<file path="src/rtl/bnn_param_loader_if.sv">
// bnn_param_loader_if
//   Byte stream from the chip's parameter input pins into the loader.
//   Ports (signals):
//     in_valid  host -> loader  parameter byte valid
//     in_data   host -> loader  parameter byte, MSB shifted into the chain first
//     in_ready  loader -> host  loader can take a byte this cycle
//   Modports: master (host side), slave (loader side).
interface bnn_param_loader_if;
  logic       in_valid;
  logic [7:0] in_data;
  logic       in_ready;

  modport master (output in_valid, output in_data, input in_ready);
  modport slave  (input in_valid, input in_data, output in_ready);
endinterface

</file>
<file path="src/rtl/bnn_param_loader.sv">
// bnn_param_loader
//   Loads weights and biases into a daisy-chained column of BNN neurons
//   through their serial setup/param_in/param_out port. Bytes arrive on a
//   valid/ready stream, are shifted MSB-first, and setup is high for exactly
//   one cycle per chain bit. Host stalls only stretch FETCH; the chain never
//   sees a spurious shift.
//
//   Parameters: NEURONS, INPUTS (weight bits/neuron), BIAS_BITS.
//   Ports:
//     clk        single clock, posedge
//     reset      asynchronous, active-high
//     start      level; begins a load when idle
//     in_bus     slave side of the parameter byte stream
//     setup      registered shift enable to every neuron
//     param_in   registered serial bit to the first neuron
//     chain_out  param_out of the last neuron
//     busy       high from the cycle after start is accepted through done
//     done       one-cycle pulse at load completion
//     rd_valid   readback byte strobe (0 unless readback is built)
//     rd_data    readback byte        (0 unless readback is built)
//
//   Build option: define BNN_LOADER_READBACK_EN to capture the old chain
//   contents from chain_out while a new load shifts in.
module bnn_param_loader #(
  parameter int unsigned NEURONS   = 4,
  parameter int unsigned INPUTS    = 8,
  parameter int unsigned BIAS_BITS = 3
) (
  input  logic                clk,
  input  logic                reset,
  input  logic                start,
  bnn_param_loader_if.slave   in_bus,
  output logic                setup,
  output logic                param_in,
  input  logic                chain_out,
  output logic                busy,
  output logic                done,
  output logic                rd_valid,
  output logic [7:0]          rd_data
);

  localparam int unsigned CHAIN_BITS = NEURONS * (INPUTS + BIAS_BITS);
  localparam int unsigned CNT_W      = $clog2(CHAIN_BITS + 1);
  localparam logic [CNT_W-1:0] CHAIN_BITS_C = CNT_W'(CHAIN_BITS);

  typedef enum logic [1:0] {IDLE, FETCH, SHIFT, FINISH} state_t;

  state_t           state, state_nxt;
  logic [7:0]       shreg, shreg_nxt;
  logic [CNT_W-1:0] bits_sent, bits_sent_nxt;
  logic [CNT_W-1:0] bits_left;
  logic [3:0]       byte_left, byte_left_nxt;
  logic             accept;

  logic setup_nxt, param_in_nxt, ready_nxt, busy_nxt, done_nxt;

  assign accept = in_bus.in_ready && in_bus.in_valid;

  // State, datapath and registered outputs.
  always_ff @(posedge clk or posedge reset) begin
    if (reset) begin
      state           <= IDLE;
      shreg           <= '0;
      bits_sent       <= '0;
      byte_left       <= '0;
      setup           <= 1'b0;
      param_in        <= 1'b0;
      in_bus.in_ready <= 1'b0;
      busy            <= 1'b0;
      done            <= 1'b0;
    end else begin
      state           <= state_nxt;
      shreg           <= shreg_nxt;
      bits_sent       <= bits_sent_nxt;
      byte_left       <= byte_left_nxt;
      setup           <= setup_nxt;
      param_in        <= param_in_nxt;
      in_bus.in_ready <= ready_nxt;
      busy            <= busy_nxt;
      done            <= done_nxt;
    end
  end

  // Next state and datapath.
  always_comb begin
    state_nxt     = state;
    shreg_nxt     = shreg;
    bits_sent_nxt = bits_sent;
    byte_left_nxt = byte_left;
    bits_left     = CHAIN_BITS_C - bits_sent;
    unique case (state)
      IDLE: begin
        if (start) begin
          state_nxt     = FETCH;
          bits_sent_nxt = '0;
        end
      end
      FETCH: begin
        if (accept) begin
          state_nxt     = SHIFT;
          shreg_nxt     = in_bus.in_data;
          // Final partial byte: only its top bits are shifted.
          byte_left_nxt = (32'(bits_left) >= 32'd8) ? 4'd8 : 4'(bits_left);
        end
      end
      SHIFT: begin
        shreg_nxt     = {shreg[6:0], 1'b0};
        bits_sent_nxt = bits_sent + CNT_W'(1);
        byte_left_nxt = byte_left - 4'd1;
        if (byte_left == 4'd1)
          state_nxt = (bits_sent_nxt == CHAIN_BITS_C) ? FINISH : FETCH;
      end
      FINISH:  state_nxt = IDLE;
      default: state_nxt = IDLE;
    endcase
  end

  // Outputs are decoded from the next state and registered, so each one is
  // a clean flop that lines up with the state it describes.
  always_comb begin
    setup_nxt    = (state_nxt == SHIFT);
    param_in_nxt = (state_nxt == SHIFT) ? shreg_nxt[7] : 1'b0;
    ready_nxt    = (state_nxt == FETCH);
    busy_nxt     = (state_nxt != IDLE);
    done_nxt     = (state_nxt == FINISH);
  end

`ifdef BNN_LOADER_READBACK_EN
  logic [6:0] rb_sh;
  logic [2:0] rb_cnt;
  logic [7:0] rb_word;

  // chain_out is sampled on every edge where the neurons shift.
  assign rb_word = {rb_sh, chain_out};

  always_ff @(posedge clk or posedge reset) begin
    if (reset) begin
      rb_sh    <= '0;
      rb_cnt   <= '0;
      rd_valid <= 1'b0;
      rd_data  <= '0;
    end else begin
      rd_valid <= 1'b0;
      if (state == IDLE && start) begin
        rb_cnt <= '0;
      end else if (setup) begin
        rb_sh  <= rb_word[6:0];
        rb_cnt <= rb_cnt + 3'd1;
        if (rb_cnt == 3'd7) begin
          rd_valid <= 1'b1;
          rd_data  <= rb_word;
        end else if (state_nxt == FINISH) begin
          // Trailing partial byte, left-justified, emitted alongside done.
          rd_valid <= 1'b1;
          rd_data  <= rb_word << (3'd7 - rb_cnt);
        end
      end
    end
  end
`else
  logic unused_chain_out;
  assign unused_chain_out = chain_out;
  assign rd_valid = 1'b0;
  assign rd_data  = '0;
`endif

endmodule

</file>
<file path="src/flat_wrapper.sv">
// flat-port wrapper written by rule: the top's interface ports become plain ports
module bnn_param_loader_flat 
#(
  parameter int unsigned NEURONS   = 4,
  parameter int unsigned INPUTS    = 8,
  parameter int unsigned BIAS_BITS = 3
)
  (clk, reset, start, setup, param_in, chain_out, busy, done, rd_valid, rd_data, in_bus_in_valid, in_bus_in_data, in_bus_in_ready);
  bnn_param_loader_if in_bus_i ();
  input  logic clk;
  input  logic reset;
  input  logic start;
  output logic setup;
  output logic param_in;
  input  logic chain_out;
  output logic busy;
  output logic done;
  output logic rd_valid;
  output logic [7:0] rd_data;
  input wire logic [$bits(in_bus_i.in_valid)-1:0] in_bus_in_valid;
  input wire logic [$bits(in_bus_i.in_data)-1:0] in_bus_in_data;
  output wire logic [$bits(in_bus_i.in_ready)-1:0] in_bus_in_ready;
  assign in_bus_i.in_valid = in_bus_in_valid;
  assign in_bus_i.in_data = in_bus_in_data;
  assign in_bus_in_ready = in_bus_i.in_ready;
  bnn_param_loader #(.NEURONS(NEURONS), .INPUTS(INPUTS), .BIAS_BITS(BIAS_BITS)) u_core (.clk(clk), .reset(reset), .start(start), .in_bus(in_bus_i), .setup(setup), .param_in(param_in), .chain_out(chain_out), .busy(busy), .done(done), .rd_valid(rd_valid), .rd_data(rd_data));
endmodule
</file>
<file path="config.mk">
export PLATFORM = sky130hd
export DESIGN_NAME = bnn_param_loader_flat
export DESIGN_NICKNAME = d
export VERILOG_FILES = /design/src/rtl/bnn_param_loader_if.sv /design/src/rtl/bnn_param_loader.sv /design/src/flat_wrapper.sv
export SDC_FILE = /design/constraint.sdc
export NUM_CORES = 1
export LEC_CHECK = 0
export ABC_AREA = 1
export CAP_MARGIN = 10
export CORE_ASPECT_RATIO = 0.9
export CORE_UTILIZATION = 50
export CTS_CLUSTER_SIZE = 20
export DETAILED_ROUTE_END_ITERATION = 10
export PLACE_DENSITY = 0.75
export SLEW_MARGIN = 10
export SYNTH_ARGS = -nofsm -noshare
export SYNTH_HDL_FRONTEND = slang
export SYNTH_SLANG_ARGS = --single-unit
export TNS_END_PERCENT = 10
</file>
<file path="constraint.sdc">
create_clock -name clk -period 2.1 [get_ports clk]
set_input_delay 0.525 -clock clk [delete_from_list [all_inputs] [get_ports clk]]
set_output_delay 0.525 -clock clk [all_outputs]
set_load 0.005 [all_outputs]
</file>
## Word level (Yosys, flattened, before mapping)

Index checks and enable logic that the tools add are counted.

- Magnitude comparators: 1
- Reductions and logical operators: 7
- Bitwise operators: 0
- Div/mod/pow operators: 0
- Shifts and indexed selects: 0
- $add $sub $neg: 3
- Mux-type cells: 13
- Multiply operators: 0
- Equality and inequality tests: 10

Operators with widths:

| kind | number |
|---|---|
| one-hot mux 8 bit (2 select lines) | 1 |
| one-hot mux 6 bit (2 select lines) | 1 |
| == test 2 bit, second input constant | 4 |
| 2-to-1 mux 2 bit | 4 |
| 2-to-1 mux 4 bit | 2 |
| 2-to-1 mux 8 bit | 1 |
| one-hot mux 2 bit (4 select lines) | 1 |
| one-hot mux 4 bit (2 select lines) | 1 |
| adder 6 x 1 -> 6 bit, second input constant | 1 |
| == test 6 bit, second input constant | 1 |
| greater-or-equal comparator 6 x 4 -> 1 bit, second input constant | 1 |
| 2-to-1 mux 6 bit | 1 |
| nonzero test 2 bit | 3 |
| subtractor 6 bit, first input constant | 1 |
| == test 2 x 1 -> 1 bit, second input constant | 2 |
| == test 4 x 1 -> 1 bit, second input constant | 1 |
| AND reduction 2 bit | 2 |
| subtractor 4 x 1 -> 4 bit, second input constant | 1 |
| logical NOT 2 bit | 1 |
| inequality test 2 x 1 -> 1 bit, second input constant | 1 |
| inequality test 2 bit, second input constant | 1 |
| logical AND 1 bit | 1 |
| 2-to-1 mux 1 bit | 1 |

- Register bits after elaboration: 25
- Word-level logic and storage cells: 44
- Memories kept: 0
- Bits in read-only memories: 0
- Bits in latches: 0
- RAM bits: 0

## Longest topological paths before layout

- Depth after elaboration: 7
- Mapped depth: 14

## Worst setup path before layout

No wires, ideal clock.

- Path type: register -> register
- Start point: reg u_core.state[1]
- End point: reg u_core.shreg[0]
- Buffers on the path: 0
- Arrival: 1.414 ns
- Setup slack: 0.564 ns
- Cell stages (with the launch flop): 9
- Cell sequence: dfrtp_1 > inv_1 > ha_1 > inv_1 > nor2_2 > inv_1 > nand2_1 > inv_2 > a32o_1

- Word-level cells in the longest chain between the ends: 3

RTL lines:

| item | line | text |
|---|---|---|
| start, declared | bnn_param_loader.sv:48 | `state_t state, state_nxt;` |
| start signal, assigned | bnn_param_loader.sv:72 | `state <= state_nxt;` |
| == test 2 x 1 -> 1 bit or == test 2 bit (tied branches) | bnn_param_loader.sv:91 | `unique case (state)` |
| inequality test 2 x 1 -> 1 bit (no source line) or nonzero test 2 bit (tied branches) | - |  |
| AND reduction 2 bit (no source line) | - |  |
| end signal, assigned | bnn_param_loader.sv:73 | `shreg <= shreg_nxt;` |
| end, declared | bnn_param_loader.sv:49 | `logic [7:0] shreg, shreg_nxt;` |

Parallel ways exist; a longest one is shown, timed or not.
A chain may end at the register's enable or synchronous reset.

## Worst setup path after layout

- Start point: reg u_core.in_bus.in_ready
- End point: out in_bus_in_ready

RTL lines:

| item | line | text |
|---|---|---|
| start, declared | bnn_param_loader_if.sv:14 | `modport slave (input in_valid, input in_data, output in_ready);` |
| start signal, assigned | bnn_param_loader.sv:78 | `in_bus.in_ready <= ready_nxt;` |
| end, declared | flat_wrapper.sv:22 | `output wire logic [$bits(in_bus_i.in_ready)-1:0] in_bus_in_ready;` |

No word-level cell between the ends.

==> summary.md <==
| Metric | Value |
|---|---|
| Clock Path Buffers | `2` |
| Vias in the first global route | `1072` |
| Shortest period the worst path allows | `roughly 1.7 ns` |
| Cts-stage hold buffer count | `0` |
| Yosys reg bits | `25` |
| CP Max Fanout | `2` |
| 1st-pass router iterations | `4` |
| Worst hold start | `u_core.shreg[3]$_DFFE_PP0P_` |
| Mapped Avg Cell Area | `8.14 um2` |
| Worst path slowest cell | `clkdlybuf4s50_1` |
| Num rows | `18` |
| Final-report setup violation count | `0` |
| Layer with the highest usage | `met2` |
| RSZ-0062 raised after global routing | `no` |
| Final GP Congestion | `approximately 0.82` |
| GRT met2 Usage | `33.1%` |
| Period utilization | `between 80% and 90%` |
| Starting Density | `53.2%` |
| Peak supply drop | `547 uV` |
| Avg WL per Cell | `11.5 um` |
| Fmax | `574 MHz` |
| Req. time, crit path | `1.57 ns` |
| Via/cell ratio | `roughly 5.0` |
| Post-DP HPWL | `2110 um` |
| I/O Pins | `27` |
| H-tree levels | `1` |
| Min-Delay Endpoint | `u_core.shreg[3]$_DFFE_PP0P_` |
| Core area | `2770 um2` |
| Largest net degree at the start of global routing | `26` |
| Cell area after synthesis | `1470 um2` |
| Status | `completed` |
| Pwr per Cell Area | `1030 nW/um2` |
| Grt total ovfl | `0` |
| CP delay by family, top | `buffers and inverters` |
| Logic pwr share | `about 45%` |
| Switching power | `~700 uW` |
| Die Height | `~54 um` |
| WP buf/inv | `1` |
| CP max stage delay | `approximately 0.50 ns` |
| R2R Path End | `u_core.setup$_DFF_PP0_` |
| DRC | `0` |
| Global-route wire length before repair | `~4600 um` |
| CTS tree | `built` |
| Max Cap Violations | `0` |
| Crit end category | `output pin` |
| PortBufs | `16` |
| Count of final hold-check violations | `0` |
| CP Class | `reg -> out` |
| Reg power frac | `42.2%` |
| Worst Clk Skew | `0.00787 ns` |
| Most common flop cell mapped by yosys | `dfrtp_1` |
| Clock share of power | `12.8%` |
| Fraction of layout instances using a drive strength above 1 | `under 10%` |
| Die width | `59.2 um` |
| Reg2reg path depth | `9` |
| Die footprint | `3170 um2` |
| Seq/Total Area, Yosys | `between 40% and 50%` |
| Initial antenna violation count | `0` |
| Worst r2r src | `u_core.state[0]$_DFF_PP0_` |
| Max-slew violation count | `0` |
| CTS clk-pin slew, worst paths | `0.14 ns` |
| WP data arrival | `1.22 ns` |
| Area Growth Syn to Fin | `13.8%` |
| Diodes inserted | `0` |
| Via count | `1206` |
| Synth cell types | `25` |
| Critical-path cell list | `clkdlybuf4s50_1` |
| Sw frac | `about two fifths` |
| Setup TNS | `0 ns` |
| Post-layout util | `roughly three fifths` |
| Startpoint types | `flop` |
| Setup bufs post-CTS | `0` |
| # nets final | `223` |
| Power Internal | `between 1 and 1.5 mW` |
| Worst hold path class | `reg -> reg` |
| Antenna viol nets, final | `0` |
| Post-synth EDFFs | `0` |
| Met3 GRT Util | `2.20%` |
| Clock latency at the later pin of the worst-skew pair | `0.32 ns` |
| GR Util met1 | `around 26%` |
| Overall routing resource usage | `19.5%` |
| Clk root buf | `clkbuf_4` |
| Pleak | `about 0.83 nW` |
| Hold depth | `2` |
| Sink Count | `25` |
| Synth Instances | `181` |
| Post_cts resized | `0` |
| Final WL | `2770 um` |
| YS warnings | `0` |
| Async SR Flop Fraction | `100%` |
| Num CTS Buffers | `3` |
| Worst reg2reg setup slack | `between 0.3 and 0.4 ns` |
| DRT iter0 DRCs | `57` |
layout by cell type, fill, tap and decap left out, types with 3 or more instances in the layout:
cell and count:
nand2_1 37, inv_1 25, dfrtp_1 25, o21ai_0 21, clkdlybuf4s50_1 16, nand3_1 9
conb_1 9, a21oi_1 8, a22oi_1 8, ha_1 8, nor2_1 7, inv_2 3
clkbuf_4 3, buf_4 3
flip-flops by register name (all words and copies together) (netlist names):
name / flops
u_core.bits_sent: 6
u_core.busy: 1
u_core.byte_left: 4
u_core.done: 1
u_core.in_bus.in_ready: 1
u_core.param_in: 1
u_core.setup: 1
u_core.shreg: 8
u_core.state: 2
logic make-up after synthesis:
family	synth area share (%)
AOI/OAI and AO/OA	17.8
xor gates and xnor gates	0.594
adders and majority gates	6.79
buffers and inverters	13.0
DFF	42.4
other	0.254
and+or+nand+nor	19.1
area by class of cell:
type	count	area [um2]
fillers	256	1090
multi-input cells	125	687
flip-flops and latches	25	626
repair buffers	19	183
inverters	28	105
well taps	40	50.0
clock buffers	3	22.5
clock inverters	1	5.00
stage by stage:
stage          worst slack (ns)  cells  power [mW]  hold slack (ns)  cell area (um2)
2_1_floorplan             0.564    189        1.26            0.453             1500
5_1_grt                   0.190    241        1.89            0.522             1680
4_1_cts                   0.347    241        1.74            0.516             1680
3_5_place_dp              0.174    237        1.51            0.480             1650
6_report                  0.358    241        1.72            0.509             1680
3_3_place_gp              0.217    237        1.47            0.468             1650
how the worst max path moves through the flow:
| stage | slack (ns) | cells past startpoint | endpoint | from |
|---|---|---|---|---|
| floorplan | 0.56 | 8 | u_core.shreg[0]$_DFFE_PP0P_ | u_core.state[1]$_DFF_PP0_ |
| CTS | 0.35 | 1 | in_bus_in_ready | u_core.in_bus.in_ready$_DFF_PP0_ |
| detailed placement | 0.17 | 8 | u_core.byte_left[2]$_DFFE_PP0P_ | in_bus_in_valid |
| finish | 0.36 | 1 | in_bus_in_ready | u_core.in_bus.in_ready$_DFF_PP0_ |
| global route | 0.19 | 6 | u_core.bits_sent[2]$_DFFE_PP0P_ | u_core.state[0]$_DFF_PP0_ |
| global placement | 0.22 | 7 | u_core.shreg[0]$_DFFE_PP0P_ | in_bus_in_valid |
Yosys cell counts (all sizes together) (2+ instances only):
cell type / n / area share [%]
o211ai: 2 / 1.0
inv: 28 / 7.1
ha: 8 / 6.8
buf: 11 / 5.9
nand2: 41 / 12
dfrtp: 25 / 42
nor2: 10 / 3.4
nand3: 9 / 3.1
o21ai: 23 / 7.8
a22oi: 8 / 4.1
nand4: 2 / 0.85
a21oi: 8 / 2.7
power by group through the flow:
stage,clock [mW],combinational [mW],sequential (mW)
after CTS,0.233,0.779,0.727
after global placement,0,0.742,0.729
after floorplan,0,0.538,0.719
final,0.220,0.774,0.727
after global routing,0.249,0.893,0.743
after detailed placement,0,0.774,0.738
layer usage:
metal	part of all wire [%]	vias up
met3	4.4	4
met1	45	558
met5	0	-
met4	1.0	0
met2	50	31
li1	-	613
worst register-to-register path: cells and delay by family (launching register included):
kind,cells,cell delay (ns)
compound gates,2,0.29
simple gates,2,0.19
flops,1,0.42
fa+ha+maj,1,0.39
buf+inv,4,0.37
(Power assumes the default switching activity.)
